[config.mk]
export PLATFORM = sky130hd
export DESIGN_NAME = rot_issue
export DESIGN_NICKNAME = d
export VERILOG_FILES = /design/src/rtl/rot_issue.sv
export SDC_FILE = /design/constraint.sdc
export NUM_CORES = 1
export LEC_CHECK = 0
export CAP_MARGIN = 5
export CORE_MARGIN = 1
export CORE_UTILIZATION = 47
export CTS_CLUSTER_SIZE = 8
export DETAILED_ROUTE_END_ITERATION = 16
export HOLD_SLACK_MARGIN = 0.1
export PLACE_DENSITY_LB_ADDON = 0.1
export SYNTH_ARGS = -nofsm -noshare
export SYNTH_HDL_FRONTEND = slang
export SYNTH_SLANG_ARGS = --single-unit
export TNS_END_PERCENT = 5
[constraint.sdc]
create_clock -name clk -period 1.9 [get_ports clk]
set_clock_uncertainty 0.05 [all_clocks]
set_input_delay 0.38 -clock clk [delete_from_list [all_inputs] [get_ports clk]]
set_output_delay 0.38 -clock clk [all_outputs]
set_load 0.005 [all_outputs]
[src/rtl/rot_issue.sv]
// Issue/collect stage for the 4-bit rotate-right unit: normalises commands to right
// amounts, drives the unit from registers and queues its results in a small FIFO.
module rot_issue #(
  parameter int DEPTH = 4
) (
  input  logic       clk,
  input  logic       rst_n,
  input  logic       in_valid,
  output logic       in_ready,
  input  logic [3:0] in_data,
  input  logic [1:0] in_amt,
  input  logic       in_dir,
  input  logic       in_sweep,
  output logic [3:0] rot_data,
  output logic [1:0] rot_select,
  input  logic [3:0] rot_out,
  output logic       out_valid,
  input  logic       out_ready,
  output logic [3:0] out_data,
  output logic [1:0] out_amt,
  output logic       out_last,
  output logic       busy
);
  localparam int AW = $clog2(DEPTH);
  localparam int CW = AW + 1;
  localparam logic [CW-1:0] FULL_CNT = CW'(DEPTH);

  typedef enum logic {IDLE, ISSUE} state_t;
  typedef struct packed {
    logic [3:0] data;
    logic [1:0] amt;
    logic       last;
  } ent_t;

  state_t        state, state_nx;
  logic [3:0]    op_data;
  logic [1:0]    cur_amt, step;
  logic          sweep;
  ent_t          mem [DEPTH];
  logic [AW-1:0] wr_ptr, rd_ptr;
  logic [CW-1:0] count;
  logic          accept, push, pop, full, last;
  ent_t          head;

  assign in_ready = (state == IDLE);
  assign accept   = in_valid && in_ready;
  assign full     = (count == FULL_CNT);
  assign last     = !sweep || (step == 2'd3);
  // full is judged on the pre-pop count, so a full FIFO blocks the push even if it pops
  assign push     = (state == ISSUE) && !full;
  assign out_valid = (count != '0);
  assign pop      = out_valid && out_ready;
  assign busy     = (state != IDLE) || out_valid;

  // the operand/amount registers feed the unit directly, so they hold while idle
  assign rot_data   = op_data;
  assign rot_select = cur_amt;

  assign head     = mem[rd_ptr];
  assign out_data = out_valid ? head.data : 4'd0;
  assign out_amt  = out_valid ? head.amt  : 2'd0;
  assign out_last = out_valid && head.last;

  always_comb begin
    state_nx = state;
    case (state)
      IDLE:    if (accept) state_nx = ISSUE;
      ISSUE:   if (push && last) state_nx = IDLE;
      default: state_nx = IDLE;
    endcase
  end

  always_ff @(posedge clk or negedge rst_n) begin
    if (!rst_n) state <= IDLE;
    else        state <= state_nx;
  end

  always_ff @(posedge clk or negedge rst_n) begin
    if (!rst_n) begin
      op_data <= '0;
      cur_amt <= '0;
      step    <= '0;
      sweep   <= 1'b0;
    end else if (accept) begin
      op_data <= in_data;
      sweep   <= in_sweep;
      // a left rotation by n is a right rotation by (4-n) mod 4
      cur_amt <= in_dir ? 2'(2'd0 - in_amt) : in_amt;
      step    <= '0;
    end else if (push && !last) begin
      step    <= step + 2'd1;
      cur_amt <= cur_amt + 2'd1;
    end
  end

  always_ff @(posedge clk) begin
    if (push) mem[wr_ptr] <= '{data: rot_out, amt: cur_amt, last: last};
  end

  always_ff @(posedge clk or negedge rst_n) begin
    if (!rst_n) begin
      wr_ptr <= '0;
      rd_ptr <= '0;
      count  <= '0;
    end else begin
      if (push) wr_ptr <= wr_ptr + 1'b1;
      if (pop)  rd_ptr <= rd_ptr + 1'b1;
      case ({push, pop})
        2'b10:   count <= count + 1'b1;
        2'b01:   count <= count - 1'b1;
        default: count <= count;
      endcase
    end
  end
endmodule

==> summary.md, run 1 <==
| Metric | Value |
|---|---|
| Post-DR vias/cell | 5.05 |
| Synthesized netlist cell count | 133 |
| P_leak | 1.11 nW |
| Initial antenna violation count | 0 |
| Worst EP required | between 1 and 1.5 ns |
| Gpl congestion | 0.753 |
| Filler cell count | 298 |
| Longest Clk Path Bufs | 2 |
| Failing checks | negative setup slack |
| Nets | 210 |
| Crit path max fanout | 3 |
| Iteration-0 DRC Markers | 24 |
| Status | complete, but fails checks |
| Ratio of cells with drive above 1 in the final layout | a little under a third |
| Worst VDD drop | 0.838 mV |
| Final hold vios | 0 |
| Floorplan row count | 23 |
| Gr busiest metal | met2 |
| DIE AREA | 4490 µm² |
| Final Total Pwr | 4.65 mW |
| Clk slew on worst S/H paths | 0.09 ns |
| Post-DP HPWL | around 2.6 mm |
| Crit path to | out_last |
| Commonest non-fill, non-tap cell in the layout | edfxtp_1 |
| Cell Area, Synth | between 1500 and 2000 µm² |
| Fmax | 471 MHz |
| Largest net degree at the start of global routing | 18 |
| Worst r2r src | count[0] |
| Synth unique cells | 32 |
| Reg power frac | 36.4% |
| Vias in the first global route | 1204 |
| CTS tree | built |
| Pwr Density | 1730 nW/µm² |
| Worst Max-Slew Pin Slew | 0.404 ns |
| Global-route wire length before repair | approximately 5.8 mm |
| Antenna cells | 0 |
| Comb power frac | 47.5% |
| Post-Synth Simple-Gate Area | 13.3% |
| Kind of start point of the critical path | flip-flop |
| Vias post-DR | around 1200 |
| Xor-xnor portion of the synthesized cell area | 3.09% |
| Largest family of logic cells by synthesized area | simple AND/OR/NAND/NOR gates |
| Maxcap violations | 0 |
| I/O Buffers | 31 |
| Mean Syn Cell Area | 14.9 µm² |
| Switching Share | 30.4% |
| Post-synthesis sequential area ratio | between 60 and 70% |
| Most frequent cells in the layout | edfxtp_1 (28), clkdlybuf4s50_1 (22), nand2_1 (18) |
| RSZ-0062 raised after global routing | yes |
| Worst slack, placed | -0.244 ns |
| Non-Filler Instances | 238 |
| Synth Area in Adders | 4.79% |
| Die height | between 60 and 70 µm |
| Int Power | 3.23 mW |
| Met1 Use GR | ~23% |
| Ys Warns | 0 |
| Fin Hold WS | 0.354 ns |
| Global routing met2 resource utilization | around 30% |
| Final worst-path cycle share | 112% |
| Grt total ovfl | 0 |
| Core ar. | 4030 µm² |
| R2r setup slk | -0.11 ns |
| Clock Sinks | 45 |
| Setup violators final | 8 |
| Reg2reg end | count[2] |
| Setup ws final | -0.225 ns |
| Root buffer cell | clkbuf_8 |
| Post-synthesis register bit count | 45 |
| Fin util | approximately two thirds |
| Syn Nets | 156 |
| Crit Path Class | flip-flop to output pin |
| Crit end category | output pin |
| Final slew viol count | 0 |
| Worst EP arrival | 1.69 ns |
| DRT Pass-1 Iters | 4 |
| Die W | 67.0 µm |
| Rel. slew slack | 73.0% |
| Worst reg-to-reg path cell count | 10 |
| I/O Pins | 32 |
| Total GRT Usage | 18.9% |
| Mux cell area share after synthesis | 10.2% |
| Hold Buf Count CTS | 0 |
| Final wirelength | 3.59 mm |
| H-tree depth | 2 |
| Synth Area in Compound Gates | around 1.8% |
| Met3 usage | 6.68% |
| Cts bufs inserted | 5 |
| Worst-skew pair later-pin latency | approximately 0.3 ns |
| Placed Instances | 222 |
| Area grow syn2layout | 34.8% |
| Sw Pwr | 1.42 mW |
| Worst setup path start | rd_ptr[0] |
| Avg WL per Cell | between 15 and 20 µm |
| Post-DRT Antenna Nets | 0 |
| Worst min path class | input port to async pin |
| Final critical-path required period | 2.12 ns |
| Clock power frac | 16.1% |
| Initial core utilization | roughly half |
| DRC viols | 0 |
power by group through the flow:
stage | registers, mW | clock network [mW] | logic [mW]
floorplan | 1.64 | 0 | 1.11
global placement | 1.70 | 0 | 1.88
detailed placement | 1.72 | 0 | 1.94
CTS | 1.70 | 0.760 | 2.23
global route | 1.73 | 0.809 | 2.42
finish | 1.69 | 0.746 | 2.21
metrics by stage:
step | instance area (µm²) | TNS [ns]
floorplan | 1990 | -0.0170
global placement | 2450 | -1.10
detailed placement | 2450 | -1.27
CTS | 2680 | -1.70
global route | 2680 | -1.97
finish | 2680 | -1.46
worst min path at each step:
| stage | cells after the start | from | endpoint | slack, ns |
|---|---|---|---|---|
| final | 2 | rst_n | rd_ptr[0] | 0.35 |
| after global routing | 2 | rst_n | rd_ptr[0] | 0.37 |
| after CTS | 2 | rst_n | count[0] | 0.37 |
| after detailed placement | 2 | rot_data[0] | rot_data[0] | 0.41 |
| after global placement | 2 | rot_data[3] | rot_data[3] | 0.41 |
| after floorplan | 0 | rst_n | count[0] | 0.03 |
kinds of logic after synthesis:
kind of cell	after synthesis
XOR/XNOR	7
multiplexers	11
AO/OA/AOI/OAI	5
flip-flops	45
buffers and inverters	12
AND/OR/NAND/NOR	46
adder cells (fa/ha/maj)	7
timing repair:
item,in CTS,in global routing
resized for setup,45,5
gates cloned,1,0
buffers inserted,7,0
pin swaps,9,0
endpoints found under the setup margin,11,10
sequential cells by signal, summed over array words and instances (netlist names):
name        cells
count           3
mem            28
rd_ptr          2
rot_data        4
rot_select      2
state           1
step            2
sweep           1
wr_ptr          2
Yosys cell counts:
master	count	area (µm²)
nor3b_4	1	18.8
nor2b_1	1	6.26
xnor2_1	4	35.0
mux2i_1	3	30.0
o211a_1	1	10.0
nor2_1	4	15.0
and2_1	11	68.8
clkbuf_2	1	5.00
nand2_1	18	67.6
xor2_1	3	26.3
o21ai_0	1	5.00
a31oi_1	1	6.26
mux2_4	1	15.0
nand2b_1	3	18.8
inv_1	8	30.0
buf_6	2	22.5
a21oi_1	1	5.00
and2_4	1	8.76
nor2_4	1	11.3
nand3b_1	1	7.51
edfxtp_1	28	841
dfrtp_1	17	425
ha_1	6	75.1
a211o_1	1	8.76
nand3_2	1	10.0
nor3_1	1	5.00
nand4b_1	1	8.76
buf_2	1	5.00
or3_4	1	11.3
fa_1	1	20.0
or3_1	1	6.26
mux4_2	7	158
worst max-delay path, stage by stage, from the launching register on:
cell and delay, ns:
dfrtp_2 0.42, buf_12 0.12, buf_6 0.10, mux4_2 0.49
and2_4 0.16, buf_6 0.10
layer usage:
metal,wire length (µm),up-vias
li1,-,572
met1,1540,604
met2,1890,22
met3,110,5
met4,54,0
met5,0,-
area by class of cell:
cell class                      instances  area [µm²]  share of cell area [%]
Inverter                                8        30.0                    1.12
Sequential cell                        45        1270                    47.3
Clock buffer                            6        82.6                    3.08
Multi-Input combinational cell         76         693                    25.9
Clock inverter                          2        37.5                    1.40
Timing Repair Buffer                   51         505                    18.9
Tap cell                               50        62.6                    2.34
Note: power is estimated with default switching activity, not from simulation.
==> run 2, diff against run 1 <==
CORE_UTILIZATION = 56   (was 47)
clock period = 2.5 ns   (was 1.9 ns; I/O delays follow)
==> run 2 against run 1 <==
The flow now finishes without violations. First-iteration DRC count increased by 38%. Die area decreased by 16%. Cell count decreased by 8.4%. Critical path depth decreased by 2. Utilization increased by 5.2 points. Combinational power decreased by 43%.
==> summary.md, run 2 (same netlist as run 1, synthesis figures left out) <==
| Metric | Value |
|---|---|
| Post-DRT Antenna Nets | 0 |
| Status | completed |
| Antenna cells | 0 |
| Post-route setup TNS | 0 ns |
| Core ar. | around 3400 µm² |
| Initial antenna violation count | 0 |
| Worst min path class | flip-flop to flip-flop |
| Largest register by flop count | mem |
| DRT Pass-1 Iters | 4 |
| I/O Buffers | 31 |
| Post-DR vias/cell | 5.12 |
| Reg power frac | a little under half |
| H-tree depth | 2 |
| Crit Path Class | flip-flop to output pin |
| Final wirelength | between 3 and 4 mm |
| Kind of start point of the critical path | flip-flop |
| Hold Buf Count CTS | 0 |
| Total GRT Usage | roughly a fifth |
| Commonest non-fill, non-tap cell in the layout | edfxtp_1 |
| Area grow syn2layout | 21.3% |
| Longest Clk Path Bufs | 2 |
| Slowest-stage cell, CP | dfrtp_2 |
| Largest net degree at the start of global routing | 18 |
| FF+latch area | ~1300 µm² |
| Root buffer cell | clkbuf_4 |
| I/O Pins | 32 |
| Crit path max fanout | 11 |
| Worst EP required | 1.95 ns |
| Final worst-path cycle share | a little over nine tenths |
| Setup violators final | 0 |
| Floorplan row count | 21 |
| Final critical-path required period | 2.41 ns |
| Grt total ovfl | 0 |
| Final hold vios | 0 |
| Area of the multi-input gates | 658 µm² |
| Die W | 61.6 µm |
| Clk slew on worst S/H paths | 0.12 ns |
| Rel. slew slack | a little under half |
| Worst VDD drop | ~0.6 mV |
| DRC viols | 0 |
| Gpl congestion | 0.761 |
| Fmax | 415 MHz |
| Clock power frac | 11.2% |
| Crit end category | output pin |
| Pwr Density | 1200 nW/µm² |
| Global-route wire length before repair | slightly below 5 mm |
| P_leak | 0.969 nW |
| RSZ-0062 raised after global routing | no |
| Comb power frac | 43.7% |
| Placed Instances | 207 |
| Initial core utilization | 59.1% |
| Die height | 61.6 µm |
| Avg WL per Cell | roughly 15 µm |
| Maxcap violations | 0 |
| Post-DP HPWL | 2.31 mm |
| Iteration-0 DRC Markers | 33 |
| Worst EP arrival | about 1.9 ns |
| CTS tree | built |
| Vias in the first global route | roughly 1100 |
| Sw Pwr | 0.943 mW |
| Final slew viol count | 0 |
| Most frequent cells in the layout | edfxtp_1 (28), clkdlybuf4s50_1 (24), nand2_1 (18) |
| Worst-skew pair later-pin latency | 0.34 ns |
| Max reg flops | 28 |
| Non-Filler Instances | around 220 |
| Int Power | 1.95 mW |
| Ratio of cells with drive above 1 in the final layout | between 15 and 20% |
| DIE AREA | 3790 µm² |
| Critical path cell sequence | or3_4 -> nand2b_1 -> clkdlybuf4s50_1 |
| Worst Max-Slew Pin Slew | between 0.7 and 0.8 ns |
| Nets | 194 |
| Filler cell count | 265 |
| Clock Sinks | 45 |
| Vias post-DR | 1116 |
| Switching Share | 32.7% |
| Worst path max stage delay | around 0.46 ns |
| Cts bufs inserted | 5 |
## run 2: cell count changes in the layout (fill, tap and decap cells not counted), moves of 5 or more
cell / before / now
buf_4: 13 / 3
dlygate4sd2_1: 0 / 7
buf_6: 6 / 0
clkbuf_8: 6 / 0
and2_1: 6 / 11
and2_4: 6 / 1
clkbuf_4: 0 / 5
## run 2: power groups by stage
stage               combinational (mW)  sequential, mW  clock (mW)
finish                            1.26            1.30       0.322
global route                      1.43            1.33       0.359
CTS                               1.30            1.30       0.337
detailed placement                1.26            1.35           0
global placement                  1.21            1.34           0
floorplan                        0.840            1.25           0
## run 2: area by class of cell
class,instances,area share [%]
repair buffers,35,14.3
well taps,46,2.39
clock inverters,2,0.415
inverters,8,1.25
clock buffers,6,1.71
multi-input cells,76,27.3
flip-flops and latches,45,52.6
## run 2: worst paths after layout
path / slack [ns] / startpoint / cells after the start / endpoint
setup / recovery: 0.09 / count[0] / 3 / busy
hold / removal: 0.44 / rot_data[0] / 2 / rot_data[0]
setup reg to reg: 0.36 / count[0] / 9 / count[2]
hold reg to reg: 0.44 / rot_data[0] / 2 / rot_data[0]
max in group asynchronous: 1.32 / rst_n / 1 / rd_ptr[0]
min in group asynchronous: 0.55 / rst_n / 1 / count[1]
## run 2: stage by stage
stage	setup slack (ns)	util, %	hold WS, ns	power (mW)	area, µm²
floorplan	0.543	-	0.154	2.09	1990
global placement	0.0963	69.3	0.409	2.54	2330
detailed placement	0.0761	69.3	0.417	2.62	2330
CTS	0.0367	71.6	0.446	2.94	2410
global route	0.00361	71.7	0.464	3.12	2410
finish	0.0877	71.7	0.439	2.89	2410
## run 2: what timing repair did
action / 4_1_cts / 5_1_grt
setup buffers: 3 / 0
setup endpoints to repair: 7 / 1
resized for setup: 8 / 1
endpoints found under the hold margin: 0 / 0
## run 2: worst max-delay path, delay by kind of cell, from the launching register on
kind                   cells  cell delay [ns]
and+or+nand+nor            2             0.62
DFF                        1             0.46
buffers and inverters      1             0.44
## run 2: metal layers
layer,share of wire (%),GRT usage (%)
met1,44,24.5
met2,51,32.0
met3,4.0,6.51
met4,1.1,7.62
met5,0,0
==> run 3, diff against run 2 <==
SKIP_LAST_GASP = 1   (was not set)
==> run 3 against run 2 <==
The flow now finishes with violations (negative setup slack). First-iteration DRC count increased by 6.1%. Power increased by 2.0%. Global-route usage increased by 0.090 points. Register-to-register slack got worse by 0.02 ns. Sequential share of layout area decreased by 0.24 points. Sequential cell count unchanged. Largest cell class unchanged.
==> summary.md, run 3 (same netlist as run 1, synthesis figures left out) <==
| Metric | Value |
|---|---|
| Post-DRT Antenna Nets | 0 |
| Clock power frac | a little over a tenth |
| WL met1 | 1.41 mm |
| Crit end category | output pin |
| Fin Hold WS | 0.439 ns |
| Status | complete, but fails checks |
| Reg power frac | between 40% and 50% |
| Crit Path Class | flip-flop to output pin |
| Vias post-DR | around 1100 |
| Iteration-0 DRC Markers | 35 |
| Root buffer cell | clkbuf_4 |
| Fmax | 397 MHz |
| Post-DR vias/cell | 5.11 |
| Initial core utilization | 59.1% |
| Longest Clk Path Bufs | 2 |
| Uppermost routed layer | met4 |
| Met2 Routed Length | 1.64 mm |
| Rel. slew slack | 47.4% |
| Die W | a little over 60 µm |
| Clk slew on worst S/H paths | 0.12 ns |
| Core ar. | around 3400 µm² |
| Critical path buffers and inverters | 2 |
| RSZ-0062 raised after global routing | yes |
| Int Power | 2.00 mW |
| Final Total Pwr | 2.95 mW |
| Ratio of cells with drive above 1 in the final layout | 14.5% |
| Total GRT Usage | 19.7% |
| Clock Sinks | 45 |
| Worst reg-to-reg path cell count | 9 |
| Antenna cells | 0 |
| Critical path cell sequence | buf_4 -> mux4_2 -> and2_1 -> clkdlybuf4s50_1 |
| Max reg flops | 28 |
| Failing checks | negative setup slack |
| Vias in the first global route | 1080 |
| Final slew viol count | 0 |
| Crit path max fanout | 2 |
| Most frequent cells in the layout | clkdlybuf4s50_1 (29), edfxtp_1 (28), nand2_1 (18) |
| Final worst-path cycle share | 101% |
| Hold Path Sink | rot_data[0] |
| DRC viols | 0 |
| Worst r2r src | count[0] |
| Filler cell count | roughly 260 |
| Avg WL per Cell | 14.8 µm |
| DIE AREA | 3790 µm² |
| Cell depth of the worst min-delay path | 2 |
| DR WL met3 | 130 µm |
| Gpl congestion | 0.761 |
| Worst Max-Slew Pin Slew | 0.786 ns |
| Setup violators final | 5 |
| Commonest non-fill, non-tap cell in the layout | clkdlybuf4s50_1 |
| P_leak | 0.970 nW |
| Floorplan row count | 21 |
| Switching Share | 32.3% |
| Grt total ovfl | 0 |
| Nets | 194 |
| Area grow syn2layout | 21.7% |
| Comb power frac | ~45% |
| Largest register by flop count | mem |
| Slowest-stage cell, CP | mux4_2 |
| CTS tree | built |
| Global-route wire length before repair | 4.99 mm |
| Worst VDD drop | 0.619 mV |
| Cts bufs inserted | 5 |
| Setup ws final | -0.0161 ns |
| Initial antenna violation count | 0 |
| Final wirelength | 3.22 mm |
| Worst path max stage delay | roughly 0.48 ns |
| Sw Pwr | 0.951 mW |
| Kind of start point of the critical path | flip-flop |
| H-tree depth | 2 |
| Pwr Density | 1220 nW/µm² |
| Largest net degree at the start of global routing | 18 |
| Worst-skew pair later-pin latency | 0.34 ns |
| Final hold vios | 0 |
| Maxcap violations | 0 |
| R2r setup slk | 0.34 ns |
| DRT Pass-1 Iters | 4 |
| Reg2reg end | count[2] |
| Final critical-path required period | 2.52 ns |
| Worst EP required | 1.95 ns |
| I/O Pins | 32 |
| Worst EP arrival | 1.97 ns |
| I/O Buffers | 31 |
| Post-DP HPWL | 2.31 mm |
| Die height | 61.6 µm |
| Hold_sp | rot_data[0] |
| Crit path max-delay family | buffers and inverters |
| Worst min path class | flip-flop to flip-flop |
==> run 3: cell types whose count changed in the layout (fill, tap and decap cells not counted) <==
| cell | change |
|---|---|
| clkdlybuf4s50_1 | +5 |
| dfrtp_1 | +1 |
| dfrtp_2 | -1 |
| dlygate4sd2_1 | -6 |
| dlymetal6s2s_1 | +1 |
==> run 3: per-stage QoR <==
| stage | worst slack [ns] | util (%) | cells | setup TNS, ns | instance area [µm²] |
|---|---|---|---|---|---|
| 6_report | -0.0161 | 71.9 | 218 | -0.0483 | 2420 |
| 4_1_cts | -0.0462 | 71.8 | 218 | -0.235 | 2420 |
| 5_1_grt | -0.120 | 71.9 | 218 | -0.506 | 2420 |
| 3_5_place_dp | 0.0761 | 69.3 | 207 | 0 | 2330 |
| 2_1_floorplan | 0.543 | - | 133 | 0 | 1990 |
| 3_3_place_gp | 0.0963 | 69.3 | 207 | 0 | 2330 |
==> run 3: routing by layer <==
layer,up-vias,global-route usage (%)
li1,537,-
met5,-,0
met4,0,7.62
met3,5,6.51
met2,23,32.3
met1,550,24.5
==> run 3: layout make-up <==
class                   count  area (µm²)  area share (%)
flip-flops and latches     45        1270            52.4
multi-input cells          76         658            27.2
repair buffers             35         354            14.6
well taps                  46        57.6            2.38
clock buffers               6        41.3            1.71
inverters                   8        30.0            1.24
clock inverters             2        10.0           0.414
==> run 3: what timing repair did <==
action | CTS | global route
resized for setup | 2 | 1
hold endpoints to repair | 0 | 0
setup endpoints to repair | 7 | 7
setup buffers | 3 | 0
hold buffers | 0 | 0
==> run 3: worst max path at each step <==
stage / from / endpoint / slack, ns / depth (start not counted)
after floorplan: count[0] / count[2] / 0.54 / 9
after global placement: rd_ptr[0] / out_last / 0.1 / 3
after detailed placement: rd_ptr[0] / out_last / 0.08 / 3
after CTS: rd_ptr[0] / out_data[2] / -0.05 / 4
after global routing: rd_ptr[0] / out_amt[1] / -0.12 / 4
final: rd_ptr[0] / out_amt[1] / -0.02 / 4
==> run 3: worst register-to-register path: cells and delay by family, from the launching register on <==
kind                       cells  cell delay, ns
and+or+nand+nor                3            0.60
DFF                            1            0.46
adders and majority gates      2            0.54
buffers and inverters          2            0.14
xor gates and xnor gates       2            0.31
==> run 3: power groups by stage <==
stage	Sequential (mW)	Clock, mW	Combinational [mW]
floorplan	1.25	0	0.840
global placement	1.34	0	1.21
detailed placement	1.35	0	1.26
CTS	1.30	0.337	1.36
global route	1.33	0.359	1.49
finish	1.30	0.322	1.32
